[config.mk]
export PLATFORM = sky130hd
export DESIGN_NAME = rx_uart_flat
export DESIGN_NICKNAME = d
export VERILOG_FILES = /design/src/rtl/rx_uart_pkg.sv /design/src/rtl/rx_uart_if.sv /design/src/rtl/rx_uart_sync_2ff.sv /design/src/rtl/rx_uart.sv /design/src/flat_wrapper.sv
export SDC_FILE = /design/constraint.sdc
export NUM_CORES = 1
export LEC_CHECK = 0
export CORE_UTILIZATION = 45
export DETAILED_ROUTE_END_ITERATION = 10
export PLACE_DENSITY = 0.76
export SLEW_MARGIN = 40
export SYNTH_ARGS = -nofsm -noshare
export SYNTH_HDL_FRONTEND = slang
export SYNTH_SLANG_ARGS = --single-unit
[constraint.sdc]
create_clock -name clock -period 2.7 [get_ports clock]
set_input_delay 0.405 -clock clock [delete_from_list [all_inputs] [get_ports clock]]
set_output_delay 0.405 -clock clock [all_outputs]
set_load 0.005 [all_outputs]
[src/rtl/rx_uart_pkg.sv]
`default_nettype none
// ============================================================================
// Module   : rx_uart_pkg
// Brief    : Shared UART constants and one-hot state encoding for the debug
//            link receiver (also used by the link transmitter).
// Revision : 1.0 - initial release
// ============================================================================
package rx_uart_pkg;

    localparam int NB_STATE    = 4;
    localparam int N_DATA      = 8;
    localparam int OVERSAMPLE  = 16;
    localparam int DATA_TICKS  = OVERSAMPLE - 1;
    localparam int START_TICKS = (OVERSAMPLE / 2) - 1;
    localparam int TICK_CNT_W  = 4;

    localparam logic START_VALUE = 1'b0;
    localparam logic STOP_VALUE  = 1'b1;

    // One-hot receiver states; the encoding is visible on the debug port
    typedef enum logic [NB_STATE-1:0] {
        ST_IDLE  = 4'b0001,
        ST_START = 4'b0010,
        ST_DATA  = 4'b0100,
        ST_STOP  = 4'b1000
    } state_e;

endpackage : rx_uart_pkg
`default_nettype wire

[src/rtl/rx_uart_if.sv]
`default_nettype none
// ============================================================================
// Module   : rx_uart_if
// Brief    : Serial input / parallel output bundle of the UART receiver.
//            master = line/tick source and byte consumer, slave = receiver.
// Revision : 1.0 - initial release
// ============================================================================
interface rx_uart_if #(
    parameter int DW = 8,
    parameter int SW = 4
);
    logic          rx;
    logic          s_tick;
    logic [DW-1:0] dout;
    logic          rx_done_tick;
    logic          frame_err;
    logic [SW-1:0] state;

    modport master (
        output rx,
        output s_tick,
        input  dout,
        input  rx_done_tick,
        input  frame_err,
        input  state
    );

    modport slave (
        input  rx,
        input  s_tick,
        output dout,
        output rx_done_tick,
        output frame_err,
        output state
    );
endinterface : rx_uart_if
`default_nettype wire

[src/rtl/rx_uart_sync_2ff.sv]
`default_nettype none
// ============================================================================
// Module   : sync_2ff
// Brief    : Two-flop synchronizer for one asynchronous bit with a
//            configurable reset level.
// Revision : 1.0 - initial release
// ============================================================================
module sync_2ff #(
    parameter logic RESET_VALUE = 1'b1
) (
    input  wire  clock,
    input  wire  reset,
    input  wire  i_d,
    output logic o_q
);
    logic r_meta_q;
    logic r_sync_q;

    // Two back-to-back flops give the first stage a full cycle to resolve
    always_ff @(posedge clock or posedge reset) begin
        if (reset) begin
            r_meta_q <= RESET_VALUE;
            r_sync_q <= RESET_VALUE;
        end else begin
            r_meta_q <= i_d;
            r_sync_q <= r_meta_q;
        end
    end

    assign o_q = r_sync_q;
endmodule : sync_2ff
`default_nettype wire

[src/rtl/rx_uart.sv]
`default_nettype none
// ============================================================================
// Module   : rx_uart
// Brief    : 16x oversampled UART receiver. 1 start, N_DATA data bits LSB
//            first, 1 stop, no parity. Emits a one-clock rx_done_tick with
//            the byte on dout, or a one-clock frame_err on a bad stop bit.
// Revision : 1.0 - initial release
// ============================================================================
module rx_uart #(
    parameter int N_DATA      = rx_uart_pkg::N_DATA,
    parameter int DATA_TICKS  = rx_uart_pkg::DATA_TICKS,
    parameter int START_TICKS = rx_uart_pkg::START_TICKS
) (
    input  wire   clock,
    input  wire   reset,
    rx_uart_if.slave bus
);
    import rx_uart_pkg::*;

    localparam int                  BIT_CNT_W     = (N_DATA > 1) ? $clog2(N_DATA) : 1;
    localparam logic [TICK_CNT_W-1:0] c_DATA_TICKS  = TICK_CNT_W'(DATA_TICKS);
    localparam logic [TICK_CNT_W-1:0] c_START_TICKS = TICK_CNT_W'(START_TICKS);
    localparam logic [BIT_CNT_W-1:0]  c_LAST_BIT    = BIT_CNT_W'(N_DATA - 1);

    logic w_rx_s;

    state_e                r_state_q,    w_state_d;
    logic [TICK_CNT_W-1:0] r_tick_cnt_q, w_tick_cnt_d;
    logic [BIT_CNT_W-1:0]  r_bit_cnt_q,  w_bit_cnt_d;
    logic [N_DATA-1:0]     r_shift_q,    w_shift_d;
    logic [N_DATA-1:0]     r_dout_q,     w_dout_d;
    logic                  r_done_q,     w_done_d;
    logic                  r_ferr_q,     w_ferr_d;
    logic                  r_armed_q,    w_armed_d;

    sync_2ff #(
        .RESET_VALUE (STOP_VALUE)
    ) u_rx_sync (
        .clock (clock),
        .reset (reset),
        .i_d   (bus.rx),
        .o_q   (w_rx_s)
    );

    // Next-state / datapath: everything except the start edge waits for s_tick
    always_comb begin
        w_state_d    = r_state_q;
        w_tick_cnt_d = r_tick_cnt_q;
        w_bit_cnt_d  = r_bit_cnt_q;
        w_shift_d    = r_shift_q;
        w_dout_d     = r_dout_q;
        w_done_d     = 1'b0;
        w_ferr_d     = 1'b0;
        w_armed_d    = r_armed_q;

        case (r_state_q)
            ST_IDLE: begin
                // Arming on an idle level stops a held-low line from
                // retriggering after a framing error.
                if (w_rx_s == STOP_VALUE) begin
                    w_armed_d = 1'b1;
                end
                if (r_armed_q && (w_rx_s == START_VALUE)) begin
                    w_state_d    = ST_START;
                    w_tick_cnt_d = '0;
                    w_armed_d    = 1'b0;
                end
            end

            ST_START: begin
                if (bus.s_tick) begin
                    if (r_tick_cnt_q == c_START_TICKS) begin
                        if (w_rx_s == START_VALUE) begin
                            w_state_d    = ST_DATA;
                            w_tick_cnt_d = '0;
                            w_bit_cnt_d  = '0;
                        end else begin
                            // Too short to be a start bit: drop it silently
                            w_state_d = ST_IDLE;
                        end
                    end else begin
                        w_tick_cnt_d = r_tick_cnt_q + 1'b1;
                    end
                end
            end

            ST_DATA: begin
                if (bus.s_tick) begin
                    if (r_tick_cnt_q == c_DATA_TICKS) begin
                        w_shift_d    = {w_rx_s, r_shift_q[N_DATA-1:1]};
                        w_tick_cnt_d = '0;
                        if (r_bit_cnt_q == c_LAST_BIT) begin
                            w_state_d = ST_STOP;
                        end else begin
                            w_bit_cnt_d = r_bit_cnt_q + 1'b1;
                        end
                    end else begin
                        w_tick_cnt_d = r_tick_cnt_q + 1'b1;
                    end
                end
            end

            ST_STOP: begin
                if (bus.s_tick) begin
                    if (r_tick_cnt_q == c_DATA_TICKS) begin
                        w_state_d    = ST_IDLE;
                        w_tick_cnt_d = '0;
                        if (w_rx_s == STOP_VALUE) begin
                            w_dout_d  = r_shift_q;
                            w_done_d  = 1'b1;
                            // Line already idle mid-stop: accept a start
                            // edge right after leaving STOP
                            w_armed_d = 1'b1;
                        end else begin
                            w_ferr_d = 1'b1;
                        end
                    end else begin
                        w_tick_cnt_d = r_tick_cnt_q + 1'b1;
                    end
                end
            end

            default: begin
                w_state_d = ST_IDLE;
                w_armed_d = 1'b0;
            end
        endcase
    end

    // State and output registers; async reset discards any partial frame
    always_ff @(posedge clock or posedge reset) begin
        if (reset) begin
            r_state_q    <= ST_IDLE;
            r_tick_cnt_q <= '0;
            r_bit_cnt_q  <= '0;
            r_shift_q    <= '0;
            r_dout_q     <= '0;
            r_done_q     <= 1'b0;
            r_ferr_q     <= 1'b0;
            r_armed_q    <= 1'b0;
        end else begin
            r_state_q    <= w_state_d;
            r_tick_cnt_q <= w_tick_cnt_d;
            r_bit_cnt_q  <= w_bit_cnt_d;
            r_shift_q    <= w_shift_d;
            r_dout_q     <= w_dout_d;
            r_done_q     <= w_done_d;
            r_ferr_q     <= w_ferr_d;
            r_armed_q    <= w_armed_d;
        end
    end

    assign bus.dout         = r_dout_q;
    assign bus.rx_done_tick = r_done_q;
    assign bus.frame_err    = r_ferr_q;
    assign bus.state        = r_state_q;

endmodule : rx_uart
`default_nettype wire

[src/flat_wrapper.sv]
// flat-port wrapper written by rule: the top's interface ports become plain ports
module rx_uart_flat import rx_uart_pkg::*;
#(
    parameter int N_DATA      = rx_uart_pkg::N_DATA,
    parameter int DATA_TICKS  = rx_uart_pkg::DATA_TICKS,
    parameter int START_TICKS = rx_uart_pkg::START_TICKS
)
  (clock, reset, bus_rx, bus_s_tick, bus_dout, bus_rx_done_tick, bus_frame_err, bus_state);
  rx_uart_if #(.DW(8), .SW(4)) bus_i ();
  input  wire clock;
  input  wire reset;
  input wire logic [$bits(bus_i.rx)-1:0] bus_rx;
  input wire logic [$bits(bus_i.s_tick)-1:0] bus_s_tick;
  output wire logic [$bits(bus_i.dout)-1:0] bus_dout;
  output wire logic [$bits(bus_i.rx_done_tick)-1:0] bus_rx_done_tick;
  output wire logic [$bits(bus_i.frame_err)-1:0] bus_frame_err;
  output wire logic [$bits(bus_i.state)-1:0] bus_state;
  assign bus_i.rx = bus_rx;
  assign bus_i.s_tick = bus_s_tick;
  assign bus_dout = bus_i.dout;
  assign bus_rx_done_tick = bus_i.rx_done_tick;
  assign bus_frame_err = bus_i.frame_err;
  assign bus_state = bus_i.state;
  rx_uart #(.N_DATA(N_DATA), .DATA_TICKS(DATA_TICKS), .START_TICKS(START_TICKS)) u_core (.clock(clock), .reset(reset), .bus(bus_i));
endmodule
# Word-level counts from Yosys, hierarchy flattened
# Cells that the tools add are included.
# W data, S select, Z words.
# op_classes
add_sub_neg	2
n_eq_ne	19
n_mux	37
bitwise_logic	2
reduce_logical	11
# op_table
op	count
$mux W4	14
$mux W3	7
$pmux W4 S4	1
$mux W1	12
$ne A2 B1 Y1 const B	6
$pmux W4 S3	1
$ne A2 B2 Y1 const B	5
$eq A4 B3 Y1 const B	2
$eq A4 B4 Y1 const B	2
$reduce_and A8 Y1	1
$reduce_and A7 Y1	1
$pmux W3 S2	1
$reduce_and A3 Y1	2
$reduce_and A5 Y1	1
$add A4 B1 Y4 const B	1
$eq A4 B1 Y1 const B	1
$eq A4 B2 Y1 const B	1
$reduce_and A4 Y1	1
$reduce_or A2 Y1	2
$add A3 B1 Y3 const B	1
$eq A3 B3 Y1 const B	1
$ne A3 B3 Y1 const B	1
$pmux W1 S3	1
$reduce_bool A3 Y1	1
3 further kinds	4
# word_totals
ff_bits	32
inputBits	4

# Longest topological paths before layout
# Gate-level depths: netlist (run 1).
# depth
depth_word	5
mapped_depth	6
ltp_nobuf	6

# By module
# A second synthesis (run 1) with hierarchy kept.
# hier_totals
cells_unflattened	140
hier_area_um2	1555.2
# by_module_without_submodules
module	n_inst	cells_per_inst	area_per_inst_um2
rx_uart	1	137	1498.9
sync_2ff	1	3	56.3

# Worst setup path after synthesis (run 1)
# OpenSTA, ideal clock, no wires.
# synth_timing
kind	reg-to-reg
from	register u_core.r_state_q[0] (netlist: u_core.bus.state[0])
to	register u_core.r_state_q[2] (netlist: u_core.bus.state[2])
arrival_ns	1.865
required_ns	2.575
path_slack_ns	0.710
path_stages_with_launch	6
path_buffers	1
period_less_slack_ns	1.990
cell_sequence	dfstp_2 buf_2 or4b_4 nand2b_1 o2111ai_1 mux2_2
# synth_via
elab_chain_len	3
elab_cells_between_ends	14
# synth_lines
element	line	source
start, declared	rx_uart.sv:27	state_e r_state_q, w_state_d;
start signal, assigned	rx_uart.sv:142	r_state_q <= w_state_d;
$eq A4 B4 Y1, or another cell as far along	rx_uart.sv:56	case (r_state_q)
$ne A2 B1 Y1 (no source line) or $ne A2 B2 Y1 (tied branches)	n/a	
$reduce_and A8 Y1 (no source line)	n/a	
# Parallel ways exist; a longest one is shown, timed or not.
# A chain may end at the register's enable or synchronous reset.

# Worst setup path after layout (run 1)
# layout_timing
from	register u_core.r_state_q[2] (netlist: u_core.bus.state[2])
to	register u_core.r_state_q[2] (netlist: u_core.bus.state[2])
# The elaborated chain is that of the path after synthesis.

==> results of run 1 <==
-- power groups by stage --
stage	logic (mW)	registers, mW	clock network [mW]
floorplan	0.348	0.603	0
global placement	0.381	0.656	0
detailed placement	0.388	0.662	0
CTS	0.391	0.651	0.292
global route	0.436	0.665	0.305
finish	0.386	0.650	0.278
-- worst max-delay path: stages, from the launching register on --
cell	delay, ps
dfrtp_1	600
nor4b_4	440
mux2i_1	130
a41o_1	290
o2111ai_1	170
mux2_2	370
-- cell families (layout without fill, tap and decap cells) --
logic type / after synthesis / in the layout / share of synthesized area
buffers and inverters: 10 / 32 / 0.0313
and+or+nand+nor: 37 / 37 / 0.149
xor gates and xnor gates: 1 / 1 / 0.00562
AOI/OAI and AO/OA: 23 / 23 / 0.125
muxes: 21 / 21 / 0.149
DFF: 32 / 32 / 0.516
adders and majority gates: 3 / 3 / 0.0241
-- cell type report --
type                       count  area (sq um)  share of cell area
sequential                    32           805               0.440
timing repair buffer          19           185               0.101
tap                           44          55.1              0.0301
inverter                       5          18.8              0.0103
multi-input combinational     85           704               0.386
clock buffer                   8          58.8              0.0322
-- metal layers --
| metal | up-vias | track usage |
|---|---|---|
| met2 | 28 | 0.292 |
| li1 | 516 | - |
| met3 | 7 | 0.0661 |
| met5 | - | 0 |
| met4 | 0 | 0.110 |
| met1 | 540 | 0.202 |
-- synth_stat cells (all sizes together), types with 2 or more instances --
master,instances
a32o,3
buf,4
dfrtp,29
dfstp,3
ha,3
inv,5
mux2,18
mux2i,3
nand2,8
nand2b,2
nand3,3
nand3b,4
nor2,10
nor3b,2
nor4b,3
o2111ai,2
o21ai,6
o2bb2ai,2
or4b,2
-- sequential cells by signal, indices dropped and copies added (netlist names) --
name	flops
u_core.bus.rx_done_tick	1
u_core.r_tick_cnt_q	4
u_core.bus.frame_err	1
u_core.r_bit_cnt_q	3
u_core.bus.dout	8
u_core.u_rx_sync.o_q	1
u_core.r_shift_q	8
u_core.u_rx_sync.r_meta_q	1
u_core.r_armed_q	1
u_core.bus.state	4
-- final timing paths --
check                                        end  slack [ps]  depth (start not counted)
max                          u_core.bus.state[2]         590                          5
min                         u_core.u_rx_sync.o_q         370                          0
max reg2reg                  u_core.bus.state[2]         590                          5
min reg2reg                 u_core.u_rx_sync.o_q         370                          0
max in group asynchronous   u_core.u_rx_sync.o_q        1570                          3
min in group asynchronous  u_core.r_bit_cnt_q[1]         410                          2
==> impl_summary.log, run 1 <==
INFO  metric ctsLongestPathBuffers = 2
INFO  metric final_hold_viol_count = 0
INFO  metric final-instance-count-excl-fill = 193
INFO  metric worst_ep_arrival_time = between 2000 and 2500 ps
INFO  metric wl_per_cell = approximately 14 um
INFO  metric final_cell_mix = 29 x dfrtp_1, 17 x mux2_2, 17 x clkdlybuf4s50_1
INFO  metric track_usage = 0.180
INFO  metric dpl.cell_count = 185
INFO  metric final.setup_skew = 14.1 ps
INFO  metric postSynthAreaPerCell = between 10 and 15 sq um
INFO  metric report.final.slew_viol_count = 0
INFO  metric number_of_diodes_added_for_antenna_fixing = 0
INFO  metric number_of_distinct_library_cells_after_synthesis = 41
INFO  metric final_net_count = 155
INFO  metric num_vias = roughly 1.1k
INFO  metric sequentialPowerShare = 0.495
INFO  metric post-place-ws = approximately 640 ps
INFO  metric max-vdd-ir-drop = 0.000340 V
INFO  metric fillerInstances = 268
INFO  metric wp_data_required = 2930 ps
INFO  metric power.combinational.fraction = 0.294
INFO  metric p_sw = 445 uW
INFO  metric synth.top_cell.area_share = 0.466
INFO  metric vias_in_the_first_global_route = 1093
INFO  metric timing.final.setup_violations = 0
INFO  metric ys_seq_area_frac = 0.516
INFO  metric ys_warn_count = 0
INFO  metric timing_limited_maximum_frequency = 0.473 GHz
INFO  metric cts_root_buf = clkbuf_4
INFO  metric insertion_delay = 330 ps
INFO  metric cts-resized-gates = 0
INFO  metric drv.max_cap_violation_count = 0
INFO  metric final.period_utilization = 0.782
INFO  metric synthesis.instances = 127
INFO  metric buffer_ports.inserted = 17
INFO  metric cell_accounting_for_the_most_synthesized_area = dfrtp_1
INFO  metric totalPowerFinal = ~1.3 mW
INFO  metric clock_tree.htree_level_count = 2
INFO  metric crit-reg2reg-launch = u_core.bus.state[2]
INFO  metric drive_above_1_share = 0.242
INFO  metric drt_wl_total = 2.74 mm
INFO  metric top_level_ports = 18
INFO  metric final_design_area_no_fill = 1830 sq um
INFO  metric detail_route.vias_per_cell = 5.65
INFO  metric floorplan.initialDensity = 0.490
INFO  metric holdCritPathClass = reg2reg
INFO  metric core_region_area = 3180 sq um
INFO  metric tritoncts = done
INFO  metric ratio_of_total_power_to_cell_area = 719 nW/um^2
INFO  metric remaining_drc_errors = 0
INFO  metric timing.max_slew.rel_slack = 0.629
INFO  metric layout.cells.most_common = dfrtp_1
INFO  metric tightest_slew = about 560 ps
INFO  metric hold_buffers = 0
INFO  metric post_dp_cell_area = 1770 sq um
INFO  metric met3RoutedLength = 136 um
INFO  metric synth_flop_cell = dfrtp_1
INFO  metric synth_async_sr_flop_share = 1.00
INFO  metric die_x_extent = between 60 and 70 um
INFO  metric critical_path_start_type = flop
INFO  metric ant_nets = 0
INFO  metric dieArea = 3700 sq um
INFO  metric maximum_number_of_pins_on_one_net_before_global_route_repair = 19
INFO  metric setup.worst_path.start = u_core.bus.state[2]
INFO  metric postLayoutSetupSlackWorst = about 590 ps
INFO  metric critical_path_class = reg2reg
INFO  metric fp-row-count = 20
INFO  metric layout_stage_area_growth_over_the_synthesis_result = 17.3%
INFO  metric synth_enable_flop_cells = 0
INFO  metric synthTopCellsByArea = dfrtp_1 47%, mux2_2 12%, dfstp_2 5.1%, ha_1 2.4%, nor2_1 2.4%
INFO  metric dp_wirelength = ~2.0 mm
INFO  metric drtIter0Drc = 63
INFO  metric route.met2.wl = 1.36 mm
INFO  metric path_clk_slew = approximately 100 ps
INFO  metric clock_sink_count = 32
INFO  metric endpoint_kind = flop
INFO  metric time_the_final_worst_path_needs_with_i_o_delays_and_setup = 2110 ps
INFO  metric grt_antenna_before_repair = 0
INFO  metric power.internal = 869 uW
INFO  metric met1_length = 1.18 mm
INFO  metric finalCoreUtilization = 0.575
INFO  metric mappedNetlistNets = 134
INFO  metric drt_pre_antenna_iters = 4
INFO  metric grt_setup_unrepaired = no
INFO  metric power.share.clock = 0.212
INFO  metric highest-signal-layer = met4
INFO  metric largest_fanout_of_any_net_on_the_critical_path = 13
INFO  metric cts_buffers = 5
INFO  metric min-delay-start = u_core.u_rx_sync.r_meta_q
INFO  metric status = finished, final reports clean
INFO  metric cellLeakagePower = 0.800 nW
INFO  metric globalRoute.totalOverflow = 0
INFO  metric gp_congestion = 0.886
INFO  metric fin_setup_tns = 0 ps
INFO  metric synth_area = ~1600 sq um
INFO  metric postCtsSetupBuffers = 0
INFO  metric postSynthRegisterBits = 32
INFO  metric holdWs = between 300 and 400 ps
INFO  metric first_pass_grt_wire_length = 4.67 mm
INFO  metric p_sw_frac = 0.339
INFO  metric die_h = 60.8 um
No activity file was read; power rests on OpenSTA's default activity.
==> inputs of run 2 (changes only) <==
--- a/config.mk
+++ b/config.mk
@@ -7,7 +7,7 @@
 export LEC_CHECK = 0
 export CORE_UTILIZATION = 45
 export DETAILED_ROUTE_END_ITERATION = 10
-export PLACE_DENSITY = 0.76
+export PLACE_DENSITY = 0.79
 export SLEW_MARGIN = 40
 export SYNTH_ARGS = -nofsm -noshare
 export SYNTH_HDL_FRONTEND = slang
==> constraint.sdc (replaced) <==
create_clock -name clock -period 1.8 [get_ports clock]
set_input_delay 0.27 -clock clock [delete_from_list [all_inputs] [get_ports clock]]
set_output_delay 0.27 -clock clock [all_outputs]
set_load 0.005 [all_outputs]
==> run 2 against run 1 <==
Compared with the run above:
- the run now ends with setup timing left
- clock power is 56% higher
- combinational power grew to 3.1 times the previous value
- final cell count increased by 13%
- sequential power up 47%
- first-iteration DRC count is 6.3% higher
- total power grew 98%
- sequential share of layout area decreased by 6.6 points
- non-clock buffer count grew 24
- largest cell class is now multi-input gates
==> impl_summary.log, run 2 (synthesis results as in run 1) <==
INFO  metric tritoncts = done (unchanged)
INFO  metric drive_above_1_share = 0.443 (was 0.242)
INFO  metric crit-reg2reg-launch = u_core.bus.state[0] (was u_core.bus.state[2])
INFO  metric max-vdd-ir-drop = 0.000524 V (was 0.000340 V)
INFO  metric report.final.slew_viol_count = 0 (unchanged)
INFO  metric hold_buffers = 0 (unchanged)
INFO  metric floorplan.initialDensity = 0.490 (unchanged)
INFO  metric layout_stage_area_growth_over_the_synthesis_result = 38.5% (was 17.3%)
INFO  metric reg2reg_setup_slack = -60 ps (was 590 ps)
INFO  metric number_of_diodes_added_for_antenna_fixing = 0 (unchanged)
INFO  metric grt_setup_unrepaired = yes (was no)
INFO  metric gate_family_responsible_for_the_most_delay_along_the_worst_path = simple AND/OR/NAND/NOR gates (was flip-flops)
INFO  metric dieArea = 3700 sq um (unchanged)
INFO  metric die_h = 60.8 um (unchanged)
INFO  metric globalRoute.totalOverflow = 0 (unchanged)
INFO  metric cts_buffers = 5 (unchanged)
INFO  metric sequentialPowerShare = 0.367 (was 0.495)
INFO  metric critical_path.slowest_cell = dfstp_2 (was dfrtp_1)
INFO  metric critical_path_class = reg2reg (unchanged)
INFO  metric fp-row-count = 20 (unchanged)
INFO  metric timing.max_slew.rel_slack = 0.740 (was 0.629)
INFO  metric die_x_extent = 60.8 um (unchanged)
INFO  metric post-place-ws = -69.5 ps (was 637 ps)
INFO  metric power.combinational.fraction = 0.465 (was 0.294)
INFO  metric drt_pre_antenna_iters = 5 (was 4)
INFO  metric path_clk_slew = 110 ps (was 100 ps)
INFO  metric final_net_count = 180 (was 155)
INFO  metric maximum_number_of_pins_on_one_net_before_global_route_repair = 33 (was 19)
INFO  metric remaining_drc_errors = 0 (unchanged)
INFO  metric clock_sink_count = 32 (unchanged)
INFO  metric ctsLongestPathBuffers = 2 (unchanged)
INFO  metric top_level_ports = 18 (unchanged)
INFO  metric postLayoutSetupSlackWorst = -63.8 ps (was 587 ps)
INFO  metric final_hold_viol_count = 0 (unchanged)
INFO  metric final_cell_mix = 26 x dfrtp_1, 22 x buf_4, 16 x mux2_2, 16 x clkdlybuf4s50_1, 9 x nor2_1 (was 29 x dfrtp_1, 17 x mux2_2, 17 x clkdlybuf4s50_1)
INFO  metric final.period_utilization = 1.04 (was 0.782)
INFO  metric vias_in_the_first_global_route = 1234 (was 1093)
INFO  metric cellLeakagePower = 0.957 nW (was 0.800 nW)
INFO  metric drv.max_cap_violation_count = 0 (unchanged)
INFO  metric cpPeakStageDelay = 610 ps (was 600 ps)
INFO  metric p_sw = 932 uW (was 445 uW)
INFO  metric drt_wl_total = 3.57 mm (was 2.74 mm)
INFO  metric endpoint_kind = flop (unchanged)
INFO  metric ratio_of_total_power_to_cell_area = 1200 nW/um^2 (was 719 nW/um^2)
INFO  metric buffer_ports.inserted = 17 (unchanged)
INFO  metric track_usage = 0.213 (was 0.180)
INFO  metric drtIter0Drc = 67 (was 63)
INFO  metric dp_wirelength = 2.29 mm (was 1.97 mm)
INFO  metric buffers_inverters_on_critical_path = 0 (unchanged)
INFO  metric p_sw_frac = 0.359 (was 0.339)
INFO  metric worst_ep_arrival_time = 2100 ps (was 2340 ps)
INFO  metric gp_congestion = 0.896 (was 0.886)
INFO  metric clock_tree.htree_level_count = 2 (unchanged)
INFO  metric time_the_final_worst_path_needs_with_i_o_delays_and_setup = 1860 ps (was 2110 ps)
INFO  metric cts_root_buf = clkbuf_4 (unchanged)
INFO  metric timing.critical_path.cells = or4b_4, or2_4, o221a_4, a32o_1 (was nor4b_4, mux2i_1, a41o_1, o2111ai_1, mux2_2)
INFO  metric grt_antenna_before_repair = 0 (unchanged)
INFO  metric largest_fanout_of_any_net_on_the_critical_path = 5 (was 13)
INFO  metric timing_limited_maximum_frequency = 0.537 GHz (was 0.473 GHz)
INFO  metric failed_checks = setup timing
INFO  metric status = finished, violations left (was finished, final reports clean)
INFO  metric insertion_delay = 340 ps (was 330 ps)
INFO  metric wp_data_required = 2030 ps (was 2930 ps)
INFO  metric final.setup_skew = 12.5 ps (was 14.1 ps)
INFO  metric tightest_slew = 389 ps (was 556 ps)
INFO  metric worst_reg2reg_path_endpoint = u_core.r_tick_cnt_q[1] (was u_core.bus.state[2])
INFO  metric reg2regPathDepth = 4 (was 5)
INFO  metric totalPowerFinal = 2.60 mW (was 1.31 mW)
INFO  metric critical_path_start_type = flop (unchanged)
INFO  metric power.share.clock = 0.168 (was 0.212)
INFO  metric wl_per_cell = 16.4 um (was 14.2 um)
INFO  metric fin_setup_tns = -216 ps (was 0 ps)
INFO  metric core_region_area = 3180 sq um (unchanged)
INFO  metric first_pass_grt_wire_length = 5.54 mm (was 4.67 mm)
INFO  metric layout.cells.most_common = dfrtp_1 (unchanged)
INFO  metric power.internal = 1.67 mW (was 869 uW)
INFO  metric detail_route.vias_per_cell = 5.57 (was 5.65)
INFO  metric timing.final.setup_violations = 4 (was 0)
INFO  metric ant_nets = 0 (unchanged)
INFO  metric holdCritPathClass = in2async (was reg2reg)
INFO  metric num_vias = 1214 (was 1091)
[run 2: changes by cell type in the layout (fill, tap and decap cells not counted), sizes merged]
| cell | previous run | this run |
|---|---|---|
| clkdlybuf4s50 | 17 | 16 |
| clkinvlp | 0 | 1 |
| buf | 2 | 26 |
| dlymetal6s2s | 0 | 1 |
| clkbuf | 8 | 7 |
| nand2 | 8 | 9 |
[run 2: area by class of cell]
type                            count  area (sq um)
Fill cell                         270          1020
Multi-Input combinational cell     86           830
Sequential cell                    32           808
Timing Repair Buffer               43           383
Clock buffer                        7          55.1
Tap cell                           44          55.1
Inverter                            5          18.8
Clock inverter                      1          7.51
[run 2: metrics by stage]
| step | util | cells | instance area (sq um) | hold WS [ps] |
|---|---|---|---|---|
| 2_1_floorplan | - | 127 | 1590 | 274 |
| 3_3_place_gp | 0.614 | 206 | 1950 | 346 |
| 3_5_place_dp | 0.614 | 206 | 1950 | 348 |
| 4_1_cts | 0.646 | 216 | 2050 | 297 |
| 5_1_grt | 0.679 | 218 | 2160 | 313 |
| 6_report | 0.679 | 218 | 2160 | 299 |
[run 2: timing repair]
action	in CTS	in global routing
gates resized for setup	7	19
cloned	0	1
pin swaps	0	5
endpoints found under the setup margin	18	20
buffers inserted	2	1
[run 2: worst max-delay path by stage]
| stage | start | to | cells after the start |
|---|---|---|---|
| 3_3_place_gp | u_core.bus.state[3] | u_core.r_tick_cnt_q[3] | 4 |
| 4_1_cts | u_core.bus.state[3] | u_core.r_bit_cnt_q[0] | 5 |
| 3_5_place_dp | bus_s_tick | u_core.bus.dout[6] | 5 |
| 5_1_grt | u_core.bus.state[0] | u_core.r_bit_cnt_q[0] | 6 |
| 6_report | u_core.bus.state[0] | u_core.r_tick_cnt_q[1] | 4 |
| 2_1_floorplan | u_core.bus.state[0] | u_core.r_tick_cnt_q[3] | 6 |
[run 2: per-layer routing]
metal  vias to the layer above  share of wire  wire length [um]  track usage
li1                        564              -                 -            -
met2                        32           0.54              1920        0.363
met5                         -              0                 0            0
met4                         0          0.035               126        0.117
met1                       604           0.39              1410        0.240
met3                        14          0.032               115       0.0618
[run 2: worst register-to-register path: stages (launching register included)]
cell	delay, ps
dfstp_2	610
or4b_4	520
or2_4	280
o221a_4	140
a32o_1	220
[run 2: power by group through the flow]
stage	Sequential (mW)	Clock, mW	Combinational [mW]
floorplan	0.907	0	0.595
CTS	0.940	0.455	0.986
finish	0.954	0.435	1.21
global route	0.967	0.479	1.29
detailed placement	0.957	0	0.910
global placement	0.946	0	0.883
